[src/rtl/mii_frame_scheduler.sv]
// mii_frame_scheduler
//
// Purpose:
//   Round-robin scheduler that hands out transmit slots to up to eight frame
//   requesters. A grant issues a one-cycle start pulse to the frame generator
//   with the clamped payload length. The scheduler then waits for the
//   generator's done pulse and enforces an inter-frame gap before granting
//   again.
//
// Build option:
//   FRAME_SCHED_WDOG_EN - when defined, a WAIT that lasts WDOG_CYCLES cycles
//   without i_done is aborted with an o_timeout pulse. When undefined, no
//   watchdog counter exists and o_timeout is tied low.
//
// Ports:
//   clk              in   single clock, rising edge
//   i_rst            in   asynchronous active-high reset
//   i_req            in   N_REQ   per-requester request level
//   i_len            in   16*N_REQ per-requester payload length (slice k = [16k+15:16k])
//   i_done           in   generator frame-complete pulse (honoured in WAIT only)
//   o_start          out  one-cycle start pulse to the generator
//   o_grant          out  N_REQ one-hot grant, coincident with o_start
//   o_sel            out  3  index of the granted requester
//   o_payload_length out  16 clamped payload length of the granted frame
//   o_len_err        out  pulse with o_start when the length was clamped down
//   o_busy           out  high in every state except IDLE
//   o_timeout        out  one-cycle watchdog abort pulse
//   o_frame_cnt      out  32 frames completed by i_done (wraps)
module mii_frame_scheduler #(
  parameter int N_REQ            = 4,
  parameter int PAYLOAD_MAX_SIZE = 1500,
  parameter int MIN_PAYLOAD      = 46,
  parameter int IFG_CYCLES       = 12,
  parameter int WDOG_CYCLES      = 4096
) (
  input  logic                 clk,
  input  logic                 i_rst,
  input  logic [N_REQ-1:0]     i_req,
  input  logic [16*N_REQ-1:0]  i_len,
  input  logic                 i_done,
  output logic                 o_start,
  output logic [N_REQ-1:0]     o_grant,
  output logic [2:0]           o_sel,
  output logic [15:0]          o_payload_length,
  output logic                 o_len_err,
  output logic                 o_busy,
  output logic                 o_timeout,
  output logic [31:0]          o_frame_cnt
);

  typedef enum logic [1:0] {IDLE, START, WAIT, IFG} state_t;

  state_t     r_state;
  logic [2:0] r_rr_ptr;
  logic [7:0] r_ifg_cnt;

  logic [N_REQ-1:0] w_rot;
  logic [3:0]       w_sum;
  logic             w_any_req;
  logic [2:0]       w_pick;
  logic [2:0]       w_next_ptr;
  logic [N_REQ-1:0] w_grant_vec;
  logic [15:0]      w_raw_len;
  logic [15:0]      w_clamp_len;
  logic             w_len_over;

`ifdef FRAME_SCHED_WDOG_EN
  localparam int WDOG_W = $clog2(WDOG_CYCLES + 1);
  logic [WDOG_W-1:0] r_wdog_cnt;
`endif

  // Round-robin pick: rotate the request vector so bit 0 is the requester at
  // rr_ptr, then take the lowest set bit. The descending loop lets the
  // smallest offset overwrite larger ones.
  always_comb begin
    w_any_req = |i_req;
    w_rot     = N_REQ'({i_req, i_req} >> r_rr_ptr);
    w_sum     = 4'd0;
    w_pick    = 3'd0;
    for (int off = N_REQ - 1; off >= 0; off--) begin
      if (w_rot[off]) begin
        w_sum = {1'b0, r_rr_ptr} + 4'(off);
        if (w_sum >= 4'(N_REQ)) begin
          w_sum = w_sum - 4'(N_REQ);
        end
        w_pick = w_sum[2:0];
      end
    end
    w_next_ptr = (w_pick == 3'(N_REQ - 1)) ? 3'd0 : w_pick + 3'd1;
  end

  // Select the winner's length and one-hot grant, then clamp the length.
  // Only the upper clamp counts as an error; short frames are simply padded.
  always_comb begin
    w_raw_len   = 16'd0;
    w_grant_vec = '0;
    for (int k = 0; k < N_REQ; k++) begin
      w_grant_vec[k] = (w_pick == 3'(k));
      if (w_pick == 3'(k)) begin
        w_raw_len = i_len[16*k +: 16];
      end
    end
    w_len_over  = 1'b0;
    if (w_raw_len > 16'(PAYLOAD_MAX_SIZE)) begin
      w_clamp_len = 16'(PAYLOAD_MAX_SIZE);
      w_len_over  = 1'b1;
    end else if (w_raw_len < 16'(MIN_PAYLOAD)) begin
      w_clamp_len = 16'(MIN_PAYLOAD);
    end else begin
      w_clamp_len = w_raw_len;
    end
  end

`ifndef FRAME_SCHED_WDOG_EN
  assign o_timeout = 1'b0;
`endif

  // Main FSM. Pulse outputs default low every cycle; o_sel and
  // o_payload_length change only on a grant so they stay valid for the
  // whole frame and gap.
  always_ff @(posedge clk or posedge i_rst) begin
    if (i_rst) begin
      r_state          <= IDLE;
      r_rr_ptr         <= 3'd0;
      r_ifg_cnt        <= 8'd0;
      o_start          <= 1'b0;
      o_grant          <= '0;
      o_sel            <= 3'd0;
      o_payload_length <= 16'd0;
      o_len_err        <= 1'b0;
      o_busy           <= 1'b0;
      o_frame_cnt      <= 32'd0;
`ifdef FRAME_SCHED_WDOG_EN
      r_wdog_cnt       <= '0;
      o_timeout        <= 1'b0;
`endif
    end else begin
      o_start   <= 1'b0;
      o_grant   <= '0;
      o_len_err <= 1'b0;
`ifdef FRAME_SCHED_WDOG_EN
      o_timeout <= 1'b0;
`endif
      case (r_state)
        IDLE: begin
          if (w_any_req) begin
            r_state          <= START;
            o_start          <= 1'b1;
            o_grant          <= w_grant_vec;
            o_sel            <= w_pick;
            o_payload_length <= w_clamp_len;
            o_len_err        <= w_len_over;
            o_busy           <= 1'b1;
            r_rr_ptr         <= w_next_ptr;
          end
        end
        START: begin
          r_state <= WAIT;
`ifdef FRAME_SCHED_WDOG_EN
          r_wdog_cnt <= '0;
`endif
        end
        WAIT: begin
          // A done on the expiry cycle takes priority over the watchdog.
          if (i_done) begin
            o_frame_cnt <= o_frame_cnt + 32'd1;
            r_state     <= IFG;
            r_ifg_cnt   <= 8'd0;
          end
`ifdef FRAME_SCHED_WDOG_EN
          else if (r_wdog_cnt == WDOG_W'(WDOG_CYCLES - 1)) begin
            o_timeout <= 1'b1;
            r_state   <= IFG;
            r_ifg_cnt <= 8'd0;
          end else begin
            r_wdog_cnt <= r_wdog_cnt + WDOG_W'(1);
          end
`endif
        end
        IFG: begin
          if (r_ifg_cnt == 8'(IFG_CYCLES - 1)) begin
            r_state <= IDLE;
            o_busy  <= 1'b0;
          end else begin
            r_ifg_cnt <= r_ifg_cnt + 8'd1;
          end
        end
        default: r_state <= IDLE;
      endcase
    end
  end

endmodule

[config.mk]
export PLATFORM = sky130hd
export DESIGN_NAME = mii_frame_scheduler
export DESIGN_NICKNAME = d
export VERILOG_FILES = /design/src/rtl/mii_frame_scheduler.sv
export SDC_FILE = /design/constraint.sdc
export NUM_CORES = 1
export LEC_CHECK = 0
export ABC_CLOCK_PERIOD_IN_PS = 4800
export CORE_UTILIZATION = 47
export CTS_CLUSTER_DIAMETER = 100
export DETAILED_ROUTE_END_ITERATION = 10
export HOLD_SLACK_MARGIN = 0.12
export PLACE_DENSITY = 0.81
export SLEW_MARGIN = 20
export SYNTH_ARGS = -nofsm -noshare
export SYNTH_HDL_FRONTEND = slang
export SYNTH_SLANG_ARGS = --single-unit
export TNS_END_PERCENT = 5
[constraint.sdc]
create_clock -name clk -period 4.8 [get_ports clk]
set_clock_uncertainty 0.1 [all_clocks]
set_input_delay 1.2 -clock clk [delete_from_list [all_inputs] [get_ports clk]]
set_output_delay 1.2 -clock clk [all_outputs]
set_load 0.005 [all_outputs]
==> metrics <==
status=finished, final reports clean; Final WS setup=0.195 ns; Max H-tree Level=3; number of global-route vias before repair=between 3k and 4k; unrepaired setup endpoints after global routing=false; Routed Wire Length=roughly 10 mm; Seq/Total Area, Yosys=42.8%; cell count after synthesis=about 420; wire length per cell=15.3 um; Mapped Area=between 4000 and 5000 sq um; vias per cell=between 5 and 6; startpoint types=input pin; final setup violating endpoints=0; area growth from synthesis to layout=40.8%; syn nets=500; number of I/O pins=130; first-pass GRT wire length=about 16 mm; ys async rst share=100%; Die W=roughly 96 um; layout cells sized above 1=a little over a tenth; GR Overflow Total=0; dpl cell area=between 5000 and 6000 sq um; Final period util=between 90% and 100%; Core Area=8380 sq um; min Tclk post-route=approximately 4.6 ns; Crit path required time=4.87 ns; Synth area leaders=dfrtp_1 43%, xnor2_1 5.1%, a211oi_1 3.4%; post-synth top area cell=dfrtp_1; pre-CTS WS=-0.233 ns; Synth Register Bits=71; Netlist cell types=55; CTS tree=done; slowest library cell on the worst path=mux4_2; fin nets=~640; Hold Violations, Final=0; row count=33; Root Buffer=clkbuf_8; max_cap viols=0; syn_area_per_cell=9.91 sq um; HPWL after detailed placement=7.80 mm; fmax=217 MHz; crit path DAT=4.67 ns; Total GRT Usage=23.1%; Worst slew margin=51.6%; final core occ=69.7%; CTS Hold Buffers Added=0; Iteration-0 DRC Markers=160; maximum fanout along the worst path=26; instance count on the critical path=14; Final Max Slew Viols=0; worst skew pair latency=0.34 ns; DRT antenna net count=0; CP cell instances=clkdlybuf4s50_1, nor2b_1, mux4_2, o21bai_1, a22o_1, inv_1, ha_2, buf_12, a211oi_1, a211o_1, o31a_1, o2111ai_2, buf_4, a41oi_2; Tightest Hold Check Type=reg2reg; initial antenna violation count=0; Critical Path Max Stage Delay=approximately 0.50 ns; clock buffer depth=2; most common cell in the netlist=dfrtp_1; IO Port Bufs=128; First-pass DRT Iterations=4; yosys warns=0; Power Dens Cells=around 620 nW/um^2; DRC violations left=0; vias post-DR=between 3k and 4k; share of the synthesized area in the top cell type=42.8%; Setup CP Type=in2reg; list of most frequent post-synthesis cells=71 x dfrtp_1, 33 x nand2_1, 27 x nor2_1; Initial Util=49.5%; final instance area=5840 sq um; die area=9210 sq um; height of the die=96.0 um; Critical path buffers and inverters=4; Reg2Reg Depth=13; Final Wtd Congestion=0.883; Post-synth EDFFs=0; Crit path max-delay family=compound AO/OA/AOI/OAI gates; n_diodes=0; Hold Path Stages=1; clock-pin transition on the worst setup and hold timing paths=0.08 ns; Num CTS Buffers=9; Worst Tran Pin Value=0.725 ns; crit path capture type=flop; maximum number of pins on one net before global-route repair=39; Sink Count=71; Max VDD drop=about 0.46 mV; Most used DFF post-synth=dfrtp_1; Leak Pwr=0.00242 uW
==> report_power, final <==
| part | internal, uW | switching, uW |
|---|---|---|
| logic | 1170 | 1200 |
| clock network | 240 | 222 |
| registers | 702 | 101 |
==> stage by stage <==
step	total power [uW]	instances	hold slack, ns	TNS (ns)
after floorplan	2360	419	0.368	0
after detailed placement	3090	649	0.366	-1.91
after global routing	3910	666	0.400	0
final	3630	666	0.373	0
after CTS	3570	665	0.376	0
after global placement	3030	649	0.360	-0.357
==> what timing repair did <==
action	in CTS	in global routing
setup buffers	0	1
endpoints found under the setup margin	0	11
hold endpoints to repair	0	0
resized for setup	0	6
==> final cells by class <==
cell class	count	area (sq um)
inverters	14	52.6
well taps	105	131
clock buffers	11	131
clock inverters	5	58.8
fillers	651	2540
repair buffers	147	1470
multi-input cells	313	2220
flip-flops and latches	71	1780
==> flip-flops by register name, summed over array words and instances (netlist names) <==
name and count:
o_len_err 1, o_busy 1, o_grant 4, r_rr_ptr 3, o_start 1, r_ifg_cnt 8
r_state 2, o_frame_cnt 32, o_payload_length 16, o_sel 3
==> cell families after synthesis <==
family          after synthesis  synth area share, %
simple gates                174                 24.6
compound gates               88                 16.1
flops                        71                 42.8
buf+inv                      35                 4.34
xor+xnor                     34                 7.18
fa+ha+maj                    10                 3.01
mux                           6                 1.81
other cells                   1               0.0904
==> worst register-to-register path, cell delays in order, from the launching register on <==
cell and delay (ns):
dfrtp_1 0.46, inv_1 0.20, mux4_2 0.57, o21bai_1 0.18, a22o_1 0.27, inv_1 0.13, ha_2 0.28, buf_12 0.18
a211oi_1 0.06, a211o_1 0.38, o31a_1 0.33, o2111ai_2 0.25, buf_4 0.18, a41oi_2 0.12
==> final timing paths <==
| check | from | to | slack, ns |
|---|---|---|---|
| setup / recovery | i_req[0] | o_payload_length[3] | 0.19 |
| hold / removal | o_frame_cnt[31] | o_frame_cnt[31] | 0.37 |
| max in group asynchronous | i_rst | r_ifg_cnt[5] | 2.46 |
| setup reg to reg | r_rr_ptr[1] | o_payload_length[3] | 0.95 |
| hold reg to reg | o_frame_cnt[31] | o_frame_cnt[31] | 0.37 |
| min in group asynchronous | i_rst | o_frame_cnt[25] | 1.17 |
==> layout by cell type, fill, tap and decap left out, drive strengths merged, types with 2 or more instances in the layout <==
cell type,n
inv,14
nand2b,4
a22o,8
nor3b,15
and4,2
clkbuf,11
mux2i,3
a211oi,24
mux2,2
clkinvlp,2
a21oi,11
o31ai,2
o21ai,16
a31oi,6
and3,8
a221oi,3
o21bai,2
xor2,10
a41oi,2
nor3,6
nor2,27
nand4,8
and2,13
clkinv,2
nor2b,14
buf,19
a211o,8
nand2,33
dfrtp,71
nand3,16
xnor2,24
clkdlybuf4s50,128
nand3b,16
nor4,5
or3,3
ha,10
==> routing by layer <==
metal  up-vias  part of all wire (%)  routed length (um)  track usage [%]
li1       1783                     -                   -                -
met4         0                  0.75                  76             6.72
met2        95                    51                5230             39.0
met1      1780                    44                4450             30.1
met5         -                     0                   0                0
met3         6                   4.1                 413             4.42
(Power assumes the default switching activity.)
